## src/rtl/dt_pkg.sv

```systemverilog
// Shared types and sizes for the distance-transform result-RAM arbiter.
package dt_pkg;

  localparam int AW = 14;
  localparam int DW = 8;

  typedef enum logic [1:0] {
    IDLE = 2'd0,
    OWN0 = 2'd1,
    OWN1 = 2'd2
  } arb_state_t;

  typedef logic owner_t;

  localparam owner_t OWNER_M0 = 1'b0;
  localparam owner_t OWNER_M1 = 1'b1;

endpackage

```

## src/rtl/dt_arb_pick.sv

```systemverilog
// Combinational winner select used when the arbiter leaves IDLE.
// DT_ARB_RR_EN defined: a tie goes to the requester that did not own last; otherwise m0 wins ties.
module dt_arb_pick (
  input  logic   i_req0,
  input  logic   i_req1,
  input  logic   i_last_owner,
  output logic   o_any,
  output logic   o_win
);
  import dt_pkg::*;

`ifndef DT_ARB_RR_EN
  logic w_unused_last;
  assign w_unused_last = i_last_owner;
`endif

  always_comb begin
    o_any = i_req0 | i_req1;
    o_win = OWNER_M0;
    if (i_req0 && i_req1) begin
`ifdef DT_ARB_RR_EN
      o_win = ~i_last_owner;
`else
      o_win = OWNER_M0;
`endif
    end else if (i_req1) begin
      o_win = OWNER_M1;
    end
  end

endmodule

```

## src/rtl/dt_res_arbiter.sv

```systemverilog
// Two-requester arbiter for the single-port distance-transform result RAM, with hold limit and lock.
// Optional build macro DT_ARB_RR_EN selects round-robin tie-breaking from IDLE (default: m0 priority).
module dt_res_arbiter #(
  parameter int AW       = dt_pkg::AW,
  parameter int DW       = dt_pkg::DW,
  parameter int MAX_HOLD = 16
) (
  input  logic          clk,
  input  logic          reset,
  input  logic          m0_req,
  input  logic          m0_we,
  input  logic          m0_lock,
  input  logic [AW-1:0] m0_addr,
  input  logic [DW-1:0] m0_wdata,
  output logic          m0_gnt,
  output logic          m0_rvalid,
  output logic [DW-1:0] m0_rdata,
  input  logic          m1_req,
  input  logic          m1_we,
  input  logic          m1_lock,
  input  logic [AW-1:0] m1_addr,
  input  logic [DW-1:0] m1_wdata,
  output logic          m1_gnt,
  output logic          m1_rvalid,
  output logic [DW-1:0] m1_rdata,
  output logic          mem_rd,
  output logic          mem_wr,
  output logic [AW-1:0] mem_addr,
  output logic [DW-1:0] mem_do,
  input  logic [DW-1:0] mem_di
);
  import dt_pkg::*;

  localparam int            HW        = (MAX_HOLD > 1) ? $clog2(MAX_HOLD) : 1;
  localparam logic [HW-1:0] HOLD_LAST = HW'(MAX_HOLD - 1);

  arb_state_t    r_state, w_state_nxt;
  logic [HW-1:0] r_hold_cnt, w_hold_nxt;
  owner_t        r_last_owner, w_last_nxt;
  logic          r_vld_p1;
  owner_t        r_owner_p1;
  logic          w_pick_any;
  owner_t        w_pick_win;
  logic          w_gnt_any;
  logic          w_other_req;

  dt_arb_pick u_pick (
    .i_req0       (m0_req),
    .i_req1       (m1_req),
    .i_last_owner (r_last_owner),
    .o_any        (w_pick_any),
    .o_win        (w_pick_win)
  );

  // Stage p0: grant and RAM access in the same cycle
  always_comb begin
    m0_gnt   = (r_state == OWN0) && m0_req;
    m1_gnt   = (r_state == OWN1) && m1_req;
    mem_rd   = 1'b0;
    mem_wr   = 1'b0;
    mem_addr = '0;
    mem_do   = '0;
    if (m0_gnt) begin
      mem_rd   = ~m0_we;
      mem_wr   = m0_we;
      mem_addr = m0_addr;
      mem_do   = m0_we ? m0_wdata : '0;
    end else if (m1_gnt) begin
      mem_rd   = ~m1_we;
      mem_wr   = m1_we;
      mem_addr = m1_addr;
      mem_do   = m1_we ? m1_wdata : '0;
    end
  end

  assign w_gnt_any   = m0_gnt | m1_gnt;
  assign w_other_req = (r_state == OWN0) ? m1_req : m0_req;

  always_comb begin
    w_state_nxt = r_state;
    w_hold_nxt  = r_hold_cnt;
    w_last_nxt  = r_last_owner;
    case (r_state)
      IDLE: begin
        if (w_pick_any) w_state_nxt = (w_pick_win == OWNER_M1) ? OWN1 : OWN0;
      end
      OWN0: begin
        if (!m0_req)                                         w_state_nxt = m1_req ? OWN1 : IDLE;
        else if (m1_req && !m0_lock && r_hold_cnt == HOLD_LAST) w_state_nxt = OWN1;
      end
      OWN1: begin
        if (!m1_req)                                         w_state_nxt = m0_req ? OWN0 : IDLE;
        else if (m0_req && !m1_lock && r_hold_cnt == HOLD_LAST) w_state_nxt = OWN0;
      end
      default: w_state_nxt = IDLE;
    endcase

    // Counter only runs while the other side is actually waiting, and parks at the limit under lock
    if (w_state_nxt != r_state || w_state_nxt == IDLE)
      w_hold_nxt = '0;
    else if (w_gnt_any && w_other_req && r_hold_cnt != HOLD_LAST)
      w_hold_nxt = r_hold_cnt + 1'b1;

    if (w_state_nxt == OWN0 && r_state != OWN0) w_last_nxt = OWNER_M0;
    if (w_state_nxt == OWN1 && r_state != OWN1) w_last_nxt = OWNER_M1;
  end

  always_ff @(posedge clk or posedge reset) begin
    if (reset) begin
      r_state      <= IDLE;
      r_hold_cnt   <= '0;
      r_last_owner <= OWNER_M1;
      r_vld_p1     <= 1'b0;
      r_owner_p1   <= OWNER_M0;
    end else begin
      r_state      <= w_state_nxt;
      r_hold_cnt   <= w_hold_nxt;
      r_last_owner <= w_last_nxt;
      r_vld_p1     <= mem_rd;
      r_owner_p1   <= m1_gnt ? OWNER_M1 : OWNER_M0;
    end
  end

  // Stage p1: RAM read data returned to the requester that issued the read
  always_comb begin
    m0_rvalid = r_vld_p1 && (r_owner_p1 == OWNER_M0);
    m1_rvalid = r_vld_p1 && (r_owner_p1 == OWNER_M1);
    m0_rdata  = m0_rvalid ? mem_di : '0;
    m1_rdata  = m1_rvalid ? mem_di : '0;
  end

endmodule

```

## config.mk

```make
export PLATFORM = sky130hd
export DESIGN_NAME = dt_res_arbiter
export DESIGN_NICKNAME = d
export VERILOG_FILES = /design/src/rtl/dt_pkg.sv /design/src/rtl/dt_arb_pick.sv /design/src/rtl/dt_res_arbiter.sv
export SDC_FILE = /design/constraint.sdc
export NUM_CORES = 1
export LEC_CHECK = 0
export CORE_AREA = 2 2 58 60
export CTS_CLUSTER_DIAMETER = 40
export DETAILED_ROUTE_END_ITERATION = 10
export DIE_AREA = 0 0 60 62
export GPL_TIMING_DRIVEN = 0
export PLACE_DENSITY_LB_ADDON = 0.1
export SETUP_SLACK_MARGIN = 0.1
export SLEW_MARGIN = 5
export SYNTH_ARGS = -nofsm -noshare
export SYNTH_HDL_FRONTEND = slang
export SYNTH_SLANG_ARGS = --single-unit
```

## constraint.sdc

```tcl
create_clock -name clk -period 3.3 [get_ports clk]
set_input_delay 0.495 -clock clk [delete_from_list [all_inputs] [get_ports clk]]
set_output_delay 0.495 -clock clk [all_outputs]
set_load 0.02 [all_outputs]
```

==> results of run 1 <==
-- final timing paths --
path	endpoint	depth (start not counted)	slack, ns	start
min	r_owner_p1	2	0.48	reset
min in group clk	r_hold_cnt[3]	2	0.55	r_hold_cnt[3]
max	mem_do[3]	7	0.25	m1_req
min reg2reg	r_hold_cnt[3]	2	0.55	r_hold_cnt[3]
max reg2reg	r_hold_cnt[2]	5	1.63	r_hold_cnt[0]
max in group asynchronous	r_hold_cnt[2]	2	2.59	reset
-- worst register-to-register path, delay by kind of cell (launching register included) --
family / cells / cell delay (ns)
simple gates: 4 / 0.92
flops: 1 / 0.41
fa+ha+maj: 1 / 0.24
-- flip-flops by register name, indices dropped and copies added (netlist names) --
register    count
r_state         2
r_hold_cnt      4
r_owner_p1      1
r_vld_p1        1
-- layer usage --
metal,vias up,track usage
met2,59,0.323
met4,0,0.0571
met3,2,0.0414
met1,504,0.152
met5,-,0
li1,561,-
-- logic make-up (layout without fill, tap and decap cells) --
logic type | count (synthesis) | in the layout | share of synthesized area
adders and majority gates | 1 | 1 | 0.0155
buffers and inverters | 9 | 118 | 0.0542
and+or+nand+nor | 40 | 40 | 0.341
xor gates and xnor gates | 3 | 3 | 0.0326
muxes | 1 | 1 | 0.0124
DFF | 8 | 8 | 0.248
AOI/OAI and AO/OA | 28 | 28 | 0.296
-- where the power goes --
part           internal, W   total, W  switching (W)
combinational     0.000127   0.000207      0.0000804
sequential        0.000102   0.000110     0.00000806
clock            0.0000416  0.0000750      0.0000334
total             0.000271   0.000393       0.000122
-- cell usage after synthesis --
master | count | area (µm²)
sky130_fd_sc_hd__a21oi_1 | 1 | 5.00
sky130_fd_sc_hd__a22o_1 | 23 | 201
sky130_fd_sc_hd__a22oi_2 | 1 | 12.5
sky130_fd_sc_hd__and2_1 | 11 | 68.8
sky130_fd_sc_hd__and3_1 | 10 | 62.6
sky130_fd_sc_hd__and4b_1 | 1 | 10.0
sky130_fd_sc_hd__buf_2 | 2 | 10.0
sky130_fd_sc_hd__buf_4 | 2 | 15.0
sky130_fd_sc_hd__clkbuf_1 | 1 | 3.75
sky130_fd_sc_hd__dfrtp_1 | 8 | 200
sky130_fd_sc_hd__ha_1 | 1 | 12.5
sky130_fd_sc_hd__inv_1 | 4 | 15.0
sky130_fd_sc_hd__mux2i_1 | 1 | 10.0
sky130_fd_sc_hd__nand2_1 | 3 | 11.3
sky130_fd_sc_hd__nand3_1 | 1 | 5.00
sky130_fd_sc_hd__nand3b_1 | 2 | 15.0
sky130_fd_sc_hd__nor2_1 | 5 | 18.8
sky130_fd_sc_hd__nor2_4 | 1 | 11.3
sky130_fd_sc_hd__nor2b_1 | 1 | 6.26
sky130_fd_sc_hd__nor3_4 | 1 | 16.3
sky130_fd_sc_hd__nor3b_4 | 1 | 18.8
sky130_fd_sc_hd__nor4_2 | 2 | 25.0
sky130_fd_sc_hd__o21ai_0 | 1 | 5.00
sky130_fd_sc_hd__o22ai_1 | 1 | 6.26
sky130_fd_sc_hd__o32ai_1 | 1 | 8.76
sky130_fd_sc_hd__or2_1 | 1 | 6.26
sky130_fd_sc_hd__xnor2_1 | 3 | 26.3
-- through the flow --
step           instance area, µm²  power [W]  hold WS (ns)   util
6_report                     1940   0.000393         0.480  0.610
5_1_grt                      1940   0.000411         0.520  0.610
4_1_cts                      1920   0.000391         0.488  0.603
3_5_place_dp                 1900   0.000316         0.530  0.596
3_3_place_gp                 1900   0.000313         0.525  0.596
2_1_floorplan                 807   0.000189         0.311      -
-- layout make-up --
cell class              instances  area (µm²)
clock buffers                   3        22.5
multi-input cells              73         563
inverters                       4        15.0
flip-flops and latches          8         200
fillers                       296        1240
plain buffers                   5        28.8
well taps                      46        57.6
repair buffers                106        1050
-- repair_timing --
action / CTS / global route
setup buffers: 0 / 3
pin swaps: 1 / 1
endpoints found under the setup margin: 1 / 3
==> metrics, run 1 <==
Die Outline Area 3720 µm²; First-pass DRT Iterations 4; outcome complete, no violations; Synth Cell Area 807 µm²; register clock-pin slew on the reported worst setup and hold paths 0.05 ns; DR DRC count 0; power per cell area 202 nW/µm²; later-pin clock latency in the skew report 0.25 ns; hold buffer count at cts 0; part of the Yosys area used for sequential elements 0.248; IO Pins 104; data arrival time of the worst path 2.56 ns; CTS HTree Levels 1; Max Clock Skew 0.00152 ns; capturing element type of the critical path output port; maximum fanout count along the critical path 10; maximum clock rate 328 MHz; number of global-route vias before repair 1064; count of clock tree sinks 8; delay of the slowest cell on the worst path 0.61 ns; share of the clock period used by the worst path after layout 0.925; number of different library cells in the post-synthesis netlist 27; required time at the worst-slack endpoint 2.80 ns; Highest Signal Layer met4; setup repair after global routing missed its margin no; final antenna diode count 0; hpwl dp 2910 µm; element type at the critical path start primary input; horizontal extent of the die 60 µm; buffer type at the clock tree root sky130_fd_sc_hd__clkbuf_4; layout cells sized above 1 0.0804; number of CTS-inserted buffers 3; gate count after technology mapping 90; filler-free cell count of the finished design 245; commonest cells after routing, fill and taps aside sky130_fd_sc_hd__clkdlybuf4s50_1, sky130_fd_sc_hd__a22o_1, sky130_fd_sc_hd__and2_1; total of endpoints with negative setup slack in the final report 0; cell type of the slowest stage on the worst timing path sky130_fd_sc_hd__clkdlybuf4s50_1; post-synthesis register bit count 8; synthesized net count 151; worst path cell trace clkdlybuf4s50_1, nand2_1, nor2_4, and2_1, buf_2, a22o_1, clkdlybuf4s50_1; leakage power figure 0.800 nW; transition time of the tightest slew-check pin 0.357 ns; Vias 1126; initial cell density of the core 0.254; total global routing overflow 0; area of the core 3180 µm²; count of nets left with antenna violations after detail routing 0; P&R area growth vs syn 140%; final routed wire length divided by cell count 13.6 µm; number of antenna violations at the first check in global routing 0; clock tree from TritonCTS yes; Synth Warn # 0; global placer's final weighted congestion 0.674; max capacitance violation total 0; start-to-end type of the worst setup path primary input to output port; met3 wire length 319 µm; shortest period the worst path allows 3.05 ns; synthesized area per cell 8.97 µm²; maximum number of pins on one net before global-route repair 12; number of buffers added on ports 103; die extent in y 62 µm; crit path setup slack, layout 0.247 ns; slew margin rel. 0.761; family with the most delay on the worst path buffers and inverters; detailed route wirelength on metal2 1870 µm; Critical path buffers and inverters 3; maximum vdd ir drop 0.112 mV; buffer levels on the longest clock path 2; most frequent standard cell in the layout excluding fill and tap cells sky130_fd_sc_hd__clkdlybuf4s50_1; total number of nets in the final design 262; GR Util All Layers 0.159; detail-routed via count per cell 4.60; number of gates resized after CTS 0; most common cell type on the critical path sky130_fd_sc_hd__clkdlybuf4s50_1; sum of negative setup slack 0 ns; length of routed wiring on met1 1110 µm; Post-Place Setup Slack 0.109 ns; number of placement rows 21; aggregate routed wire length 3320 µm; Placed Cells incl. Taps 239; Slew Limit Fails 0; global-route wire length before repair 4470 µm; worst min-delay path category primary input to asynchronous set/reset pin; final hold violation count 0; first-iteration detailed-routing DRC count 36
Note: power is estimated with default switching activity, not from simulation.
==> inputs of run 2 (changes only) <==
==> constraint.sdc (replaced) <==
create_clock -name clk -period 3.9 [get_ports clk]
set_input_delay 0.585 -clock clk [delete_from_list [all_inputs] [get_ports clk]]
set_output_delay 0.585 -clock clk [all_outputs]
set_load 0.02 [all_outputs]
==> run 2 against run 1 <==
Net effect:
- clock power decreased by 16%
- via count shrank 1.1%
- flip-flop and latch count unchanged
- global-route usage unchanged
- setup slack better by 0.28 ns
- non-clock buffer count fell by 3
- largest power group unchanged
==> metrics, run 2 (synthesis gave the netlist of run 1 again) <==
outcome complete, no violations (unchanged); maximum number of pins on one net before global-route repair 12 (unchanged); setup fix buffers added after clock tree synthesis 0 (unchanged); count of clock tree sinks 8 (unchanged); most frequent standard cell in the layout excluding fill and tap cells sky130_fd_sc_hd__clkdlybuf4s50_1 (unchanged); number of placement rows 21 (unchanged); layout cells sized above 1 0.0663 (was 0.0804); depth of the worst register-to-register path 5 (unchanged); maximum clock rate 296 MHz; setup repair after global routing missed its margin no (unchanged); number of buffers added on ports 103 (unchanged); CTS HTree Levels 1 (unchanged); largest register by flop count r_hold_cnt (unchanged); end of the worst register-to-register path r_hold_cnt[2] (unchanged); start of the worst register-to-register path r_hold_cnt[0] (unchanged); sum of negative setup slack 0 ns (unchanged); maximum fanout count along the critical path 10 (unchanged); total global routing overflow 0 (unchanged); final hold violation count 0 (unchanged); clock tree from TritonCTS yes (unchanged); share of the clock period used by the worst path after layout 0.865; Vias 1114 (was 1126); data arrival time of the worst path 2.79 ns (was 2.56 ns); global-route wire length before repair 4470 µm (unchanged); First-pass DRT Iterations 4 (unchanged); Slew Limit Fails 0 (unchanged); max capacitance violation total 0 (unchanged); max FFs per register 4 (unchanged); Die Outline Area 3720 µm² (unchanged); switching power share of the total 0.310 (about the same); leakage power figure 0.784 nW (was 0.800 nW); IO Pins 104 (unchanged); GR Util All Layers 0.159 (unchanged); die extent in y 62 µm (unchanged); delay of the slowest cell on the worst path 0.69 ns (was 0.61 ns); start-to-end type of the worst setup path primary input to output port (unchanged); buffer levels on the longest clock path 2 (unchanged); initial cell density of the core 0.254 (unchanged); global placer's final weighted congestion 0.674 (unchanged); number of global-route vias before repair 1064 (unchanged); maximum vdd ir drop 0.0950 mV (was 0.112 mV); total number of nets in the final design 259 (was 262); total of endpoints with negative setup slack in the final report 0 (unchanged); number of CTS-inserted buffers 3 (unchanged); Setup crit start m0_req (was m1_req); hpwl dp 2910 µm (unchanged); commonest cells after routing, fill and taps aside sky130_fd_sc_hd__clkdlybuf4s50_1, sky130_fd_sc_hd__a22o_1, sky130_fd_sc_hd__and2_1 (unchanged); worst setup path end mem_rd (was mem_do[3]); required time at the worst-slack endpoint 3.31 ns (was 2.80 ns); slew margin rel. 0.724 (was 0.761); area of the core 3180 µm² (unchanged); net switching component of the power 0.000102 W (was 0.000122 W); buffer type at the clock tree root sky130_fd_sc_hd__clkbuf_4 (unchanged); final routed wire length divided by cell count 13.5 µm (was 13.6 µm); DR DRC count 0 (unchanged); FF-to-FF setup slack 2.23 ns (was 1.63 ns); final antenna diode count 0 (unchanged); cell type of the slowest stage on the worst timing path sky130_fd_sc_hd__clkdlybuf4s50_1 (unchanged); element type at the critical path start primary input (unchanged); first-iteration detailed-routing DRC count 37 (was 36); horizontal extent of the die 60 µm (unchanged); number of gates resized after CTS 0 (unchanged); hold buffer count at cts 0 (unchanged); part of the power in the clock network 0.192 (was 0.191); worst path cell trace clkdlybuf4s50_1, inv_1, nor3b_4, buf_4, inv_1, o32ai_1, clkdlybuf4s50_1 (was clkdlybuf4s50_1, nand2_1, nor2_4, and2_1, buf_2, a22o_1, clkdlybuf4s50_1); internal cell power 0.000227 W (was 0.000271 W); P&R area growth vs syn 138% (was 140%); later-pin clock latency in the skew report 0.25 ns (about the same); detail-routed via count per cell 4.60 (about the same); worst min-delay path category register to register (was primary input to asynchronous set/reset pin); power per cell area 171 nW/µm² (was 202 nW/µm²); sequential group share of total power 0.284 (was 0.281); Combinational Power Share 0.525 (was 0.528); Max Clock Skew 0.000495 ns (was 0.00152 ns); register clock-pin slew on the reported worst setup and hold paths 0.05 ns (about the same); number of antenna violations at the first check in global routing 0 (unchanged); registers with the most flip-flops r_hold_cnt: 4 flops, r_state: 2 flops (unchanged); aggregate routed wire length 3270 µm (was 3320 µm); transition time of the tightest slew-check pin 0.413 ns (was 0.357 ns); Post-Place Setup Slack 0.529 ns (was 0.109 ns); crit path setup slack, layout 0.527 ns (was 0.247 ns); count of nets left with antenna violations after detail routing 0 (unchanged); capturing element type of the critical path output port (unchanged); shortest period the worst path allows 3.37 ns
-- run 2: area by class of cell --
type	count	area, µm²
clock buffer	3	22.5
timing repair buffer	103	1030
buffer	5	28.8
multi-input combinational	73	563
inverter	4	15.0
tap	46	57.6
sequential	8	200
fill	295	1260
-- run 2: routing by layer --
metal  track usage  wire length (µm)  vias up
met5             0                 0        -
met1         0.152              1090      497
met3        0.0414               319        2
met4        0.0571                16        0
met2         0.323              1840       59
li1              -                 -      556
-- run 2: how the worst min path moves through the flow --
stage          slack (ns)  depth (start not counted)       endpoint           from
2_1_floorplan        0.40                          1  r_hold_cnt[0]          reset
3_3_place_gp         0.53                          2  r_hold_cnt[3]  r_hold_cnt[3]
3_5_place_dp         0.53                          2  r_hold_cnt[3]  r_hold_cnt[3]
4_1_cts              0.54                          2  r_hold_cnt[3]  r_hold_cnt[3]
5_1_grt              0.58                          2  r_hold_cnt[3]  r_hold_cnt[3]
6_report             0.55                          2  r_hold_cnt[3]  r_hold_cnt[3]
-- run 2: worst max-delay path, delay by kind of cell --
| family | cells | cell delay [ns] |
|---|---|---|
| buf+inv | 5 | 1.62 |
| simple gates | 1 | 0.41 |
| compound gates | 1 | 0.18 |
-- run 2: power groups by stage --
stage | Clock, W | Combinational, W | Sequential (W)
after floorplan | 0 | 0.0000674 | 0.0000927
after global placement | 0 | 0.000171 | 0.0000940
after detailed placement | 0 | 0.000173 | 0.0000946
after CTS | 0.0000642 | 0.000174 | 0.0000931
after global routing | 0.0000673 | 0.000183 | 0.0000941
final | 0.0000629 | 0.000172 | 0.0000932
-- run 2: per-stage QoR --
stage                util  hold WS [ns]  total power (W)  cell area [µm²]  std cells
floorplan               -         0.401         0.000160              807         90
global placement    0.596         0.525         0.000265             1900        239
detailed placement  0.596         0.530         0.000268             1900        239
CTS                 0.603         0.544         0.000331             1920        242
global route        0.603         0.579         0.000345             1920        242
finish              0.603         0.550         0.000328             1920        242
==> inputs of run 3 (changes only) <==
--- a/config.mk
+++ b/config.mk
@@ -5,10 +5,11 @@
 export SDC_FILE = /design/constraint.sdc
 export NUM_CORES = 1
 export LEC_CHECK = 0
-export CORE_AREA = 2 2 58 60
+export CORE_AREA = 2 2 46 48
 export CTS_CLUSTER_DIAMETER = 40
 export DETAILED_ROUTE_END_ITERATION = 10
-export DIE_AREA = 0 0 60 62
+export DIE_AREA = 0 0 48 50
+export DONT_BUFFER_PORTS = 1
 export GPL_TIMING_DRIVEN = 0
 export PLACE_DENSITY_LB_ADDON = 0.1
 export SETUP_SLACK_MARGIN = 0.1
==> run 3 against run 2 <==
Net effect:
- combinational power is 57% lower
- core utilization is 15 points lower
- first-iteration DRC count is 46% lower
- routed wire length is 39% lower
- critical path type is now register to output port
==> metrics, run 3 (synthesis gave the netlist of run 1 again) <==
outcome complete, no violations (unchanged); setup fix buffers added after clock tree synthesis 0 (unchanged); commonest cells after routing, fill and taps aside sky130_fd_sc_hd__a22o_1, sky130_fd_sc_hd__and2_1, sky130_fd_sc_hd__and3_1 (was sky130_fd_sc_hd__clkdlybuf4s50_1, sky130_fd_sc_hd__a22o_1, sky130_fd_sc_hd__and2_1); GR Util All Layers 0.137 (was 0.159); detail-routed via count per cell 6.23 (was 4.60); filler-free cell count of the finished design 120 (was 242); sum of negative setup slack 0 ns (unchanged); sequential group share of total power 0.409 (was 0.284); hpwl dp 1670 µm (was 2910 µm); Die Outline Area 2400 µm² (was 3720 µm²); max capacitance violation total 0 (unchanged); Placed Cells incl. Taps 117 (was 239); maximum fanout count along the critical path 10 (unchanged); total number of nets in the final design 156 (was 259); most frequent standard cell in the layout excluding fill and tap cells sky130_fd_sc_hd__a22o_1 (was sky130_fd_sc_hd__clkdlybuf4s50_1); final antenna diode count 0 (unchanged); worst path cell trace nor3b_4, buf_4, inv_1, o32ai_1 (was clkdlybuf4s50_1, inv_1, nor3b_4, buf_4, inv_1, o32ai_1, clkdlybuf4s50_1); slew margin rel. 0.392 (was 0.724); internal cell power 0.000145 W (was 0.000227 W); DR DRC count 0 (unchanged); capturing element type of the critical path output port (unchanged); storage element area 200 µm² (unchanged); number of buffers added on ports 0 (was 103); data arrival time of the worst path 1.92 ns (was 2.79 ns); number of global-route vias before repair 572 (was 1064); global-route wire length before repair 2450 µm (was 4470 µm); area of the core 1900 µm² (was 3180 µm²); total global routing overflow 0 (unchanged); final hold violation count 0 (unchanged); count of nets left with antenna violations after detail routing 0 (unchanged); first-iteration detailed-routing DRC count 20 (was 37); switching power share of the total 0.364 (was 0.310); horizontal extent of the die 48 µm (was 60 µm); hold buffer count at cts 0 (unchanged); CTS HTree Levels 1 (unchanged); worst min-delay path category primary input to asynchronous set/reset pin (was register to register); total of endpoints with negative setup slack in the final report 0 (unchanged); shortest period the worst path allows 2.50 ns (was 3.37 ns); final routed wire length divided by cell count 16.6 µm (was 13.5 µm); delay of the slowest cell on the worst path 0.48 ns (was 0.69 ns); number of gates resized after CTS 0 (unchanged); largest register by flop count r_hold_cnt (unchanged); element type at the critical path start register (was primary input); maximum number of pins on one net before global-route repair 12 (unchanged); Post-Place Setup Slack 1.50 ns (was 0.529 ns); Combinational Power Share 0.323 (was 0.525); die extent in y 50 µm (was 62 µm); placed standard-cell area 841 µm² (was 1900 µm²); registers with the most flip-flops r_hold_cnt: 4 flops, r_state: 2 flops (unchanged); share of the clock period used by the worst path after layout 0.642 (was 0.865); buffer type at the clock tree root sky130_fd_sc_hd__clkbuf_4 (unchanged); number of antenna violations at the first check in global routing 0 (unchanged); Hold Slack 0.158 ns (was 0.550 ns); multi-input logic area 563 µm² (unchanged); setup repair after global routing missed its margin no (unchanged); Max Clock Skew 0.00454 ns (was 0.000495 ns); crit path setup slack, layout 1.40 ns (was 0.527 ns); FF-to-FF setup slack 2.04 ns (was 2.23 ns); aggregate routed wire length 1990 µm (was 3270 µm); P&R area growth vs syn 6.98% (was 138%); count of clock tree sinks 8 (unchanged); First-pass DRT Iterations 4 (unchanged); Slew Limit Fails 0 (unchanged); clock tree from TritonCTS yes (unchanged); count of filler cells inserted in the layout 204 (was 295); Finished Cell Area 863 µm² (was 1920 µm²); required time at the worst-slack endpoint 3.31 ns (about the same); initial cell density of the core 0.424 (was 0.254); register clock-pin slew on the reported worst setup and hold paths 0.05 ns (about the same); power per cell area 263 nW/µm² (was 171 nW/µm²); IO Pins 104 (unchanged); maximum vdd ir drop 0.150 mV (was 0.0950 mV); later-pin clock latency in the skew report 0.25 ns (about the same); leakage power figure 0.401 nW (was 0.784 nW); cell type of the slowest stage on the worst timing path sky130_fd_sc_hd__dfrtp_1 (was sky130_fd_sc_hd__clkdlybuf4s50_1); global placer's final weighted congestion 0.702 (was 0.674); number of CTS-inserted buffers 3 (unchanged); max FFs per register 4 (unchanged); number of placement rows 16 (was 21); net switching component of the power 0.0000827 W (was 0.000102 W); buffer levels on the longest clock path 2 (unchanged); transition time of the tightest slew-check pin 0.909 ns (was 0.413 ns); maximum clock rate 400 MHz (was 296 MHz); Vias 747 (was 1114); layout cells sized above 1 0.140 (was 0.0663); part of the power in the clock network 0.268 (was 0.192); start-to-end type of the worst setup path register to output port (was primary input to output port)
-- run 3: worst max-delay path: cells and delay by family, from the launching register on --
| family | cells | cell delay, ns |
|---|---|---|
| AOI/OAI and AO/OA | 1 | 0.45 |
| and+or+nand+nor | 1 | 0.41 |
| buffers and inverters | 2 | 0.32 |
| DFF | 1 | 0.48 |
-- run 3: layout make-up --
cell class,count,share of cell area
inverter,4,0.0174
clock buffer,3,0.0261
sequential,8,0.232
buffer,5,0.0333
tap,27,0.0391
multi-input combinational,73,0.652
-- run 3: stage by stage --
step,power [W],util
after global placement,0.000168,0.442
after global routing,0.000242,0.454
after CTS,0.000230,0.454
after detailed placement,0.000168,0.442
after floorplan,0.000160,-
final,0.000227,0.454
-- run 3: path summary, 6_finish.rpt --
kind / start / endpoint / cells past startpoint
setup / recovery: r_state[0] / mem_rd / 4
hold / removal: reset / r_hold_cnt[0] / 1
setup reg to reg: r_state[0] / r_vld_p1 / 4
hold reg to reg: r_hold_cnt[3] / r_hold_cnt[3] / 2
max in group asynchronous: reset / r_state[0] / 1
min in group clk: m0_req / r_state[0] / 1
-- run 3: power by group through the flow --
stage	Sequential [W]	Clock [W]	Combinational, W
global route	0.0000937	0.0000691	0.0000788
detailed placement	0.0000943	0	0.0000739
finish	0.0000930	0.0000609	0.0000734
global placement	0.0000941	0	0.0000738
CTS	0.0000929	0.0000628	0.0000740
floorplan	0.0000927	0	0.0000674
-- run 3: routing by layer --
layer | GRT usage | wire [µm] | up-vias
li1 | - | - | 348
met1 | 0.183 | 787 | 343
met2 | 0.213 | 978 | 56
met3 | 0.0440 | 228 | 0
met4 | 0.0270 | 0 | 0
met5 | 0 | 0 | -
==> RTL change: new RTL, settings of run 2 <==
Set the package constant `DW` to 10 (it was 8).
--- a/src/rtl/dt_pkg.sv
+++ b/src/rtl/dt_pkg.sv
@@ -2,7 +2,7 @@
 package dt_pkg;
 
   localparam int AW = 14;
-  localparam int DW = 8;
+  localparam int DW = 10;
 
   typedef enum logic [1:0] {
     IDLE = 2'd0,
Ports: changed (6 resized); port bits go from 104 to 116. The function was not compared with the original's and may differ.
==> RTL change against run 2 <==
Synthesized area is 5.9% higher. Synthesized cell count is 8.9% higher. Clock power is 2% higher. Clock skew hardly changed. Worst setup slack better by 0.010 ns. Power is 4.8% higher. Sequential cell count stayed put. Routed wire length is 9.1% higher. Core utilization is 5.3 points higher. Final area is 8.7% higher. Largest cell class unchanged.
==> RTL change: results (changes against run 2) <==
metric	value	unit	change
outcome	finished clean		
synth.area.top_cells	a22o_1, dfrtp_1, and2_1		
grt_pass1_wl	4770	um	+6.8%
ys.flop_type	dfrtp_1		
ir_worst_vdd	0.139	mV	+46%
met3_usage	5.38	%	+1.2 points
min_to	r_hold_cnt[3]$_DFFE_PP0P_		
syn_nets	165		+9.3%
clkSlewWorstSetupHoldPaths	0.05	ns	about the same
post_dp_cell_area	2060	sq um	+8.8%
post_cts_buffers	0		unchanged
tightest_slew	0.405	ns	-0.00808 ns
gr-usage-met2	33.4	%	+1.1 points
fin_skew	0.000663	ns	+0.000168 ns
critical_path_arrival	2.78	ns	about the same
ys_seq_area_share	23.4	%	-1.4 points
switching_share	31.3	%	+0.35 points
regToRegStartpoint	r_hold_cnt[0]$_DFFE_PP0P_		
met1_usage	16.7	%	+1.5 points
crit_start	m0_req		
dp_hpwl	3150	um	+8.3%
viasPerCell	4.88		+6.0%
path_max_fanout	10		unchanged
first_iter_violations	36		-2.7%
r2r_setup_slack	2.25	ns	+0.02 ns
synth_commonest_cells	a22o_1, and2_1, and3_1		
synth_cell_type_count	28		+3.7%
grt_pass1_vias	1112		+4.5%
io_buffer_count	115		+12%
r2r_cells	5		unchanged
async_reset_ff_share	100	%	unchanged
drive_gt1_share	6.48	%	-0.15 points
gr-usage-all-layers	16.5	%	+0.64 points
place_congestion	0.797		+18%
final_nets	285		+10%
detail_route.wl_per_cell	13.6	um	+0.74%
clkPwrFrac	18.6	%	-0.6 points
power.leakage	0.858	nW	+9.3%
p_comb	0.189	mW	+9.9%
min_from	r_hold_cnt[3]$_DFFE_PP0P_		
[RTL change: cell count changes after synthesis, sizes merged]
cell    change
a22o        +2
and2        +2
and3        +2
clkbuf      +2
[RTL change: metrics by stage]
| step | hold WS [ns] | setup WS, ns | power (mW) | utilization, % | cells |
|---|---|---|---|---|---|
| after detailed placement | 0.540 | 0.544 | 0.282 | 64.9 | 259 |
| final | 0.548 | 0.537 | 0.344 | 65.6 | 262 |
| after floorplan | 0.401 | 1.69 | 0.164 | - | 98 |
| after global placement | 0.526 | 0.591 | 0.277 | 64.9 | 259 |
| after global routing | 0.579 | 0.444 | 0.365 | 65.6 | 262 |
| after CTS | 0.556 | 0.542 | 0.348 | 65.6 | 262 |
[RTL change: critical path: stages]
cell and delay, ns:
clkdlybuf4s50_1 0.54, inv_1 0.11, nor3b_4 0.40, buf_4 0.25, inv_1 0.05, o32ai_1 0.15
clkdlybuf4s50_1 0.69
[RTL change: area by class of cell]
cell class / instances / area, sq um
Timing Repair Buffer: 115 / 1150
Fill cell: 281 / 1090
Inverter: 4 / 15.0
Sequential cell: 8 / 200
Buffer: 7 / 40.0
Clock buffer: 3 / 22.5
Tap cell: 46 / 57.6
Multi-Input combinational cell: 79 / 599
[RTL change: cells by family after synthesis]
kind of cell | Yosys count | synth area share [%]
flops | 8 | 23.4
buf+inv | 11 | 6.44
compound gates | 30 | 30.0
simple gates | 44 | 34.4
fa+ha+maj | 1 | 1.46
mux | 1 | 1.17
xor+xnor | 3 | 3.08
[RTL change: layer usage]
metal / up-vias / wire, um / share of wire [%]
li1: 605 / - / -
met1: 592 / 1180 / 33
met2: 79 / 1960 / 55
met3: 2 / 406 / 11
met4: 0 / 8 / 0.22
met5: - / 0 / 0
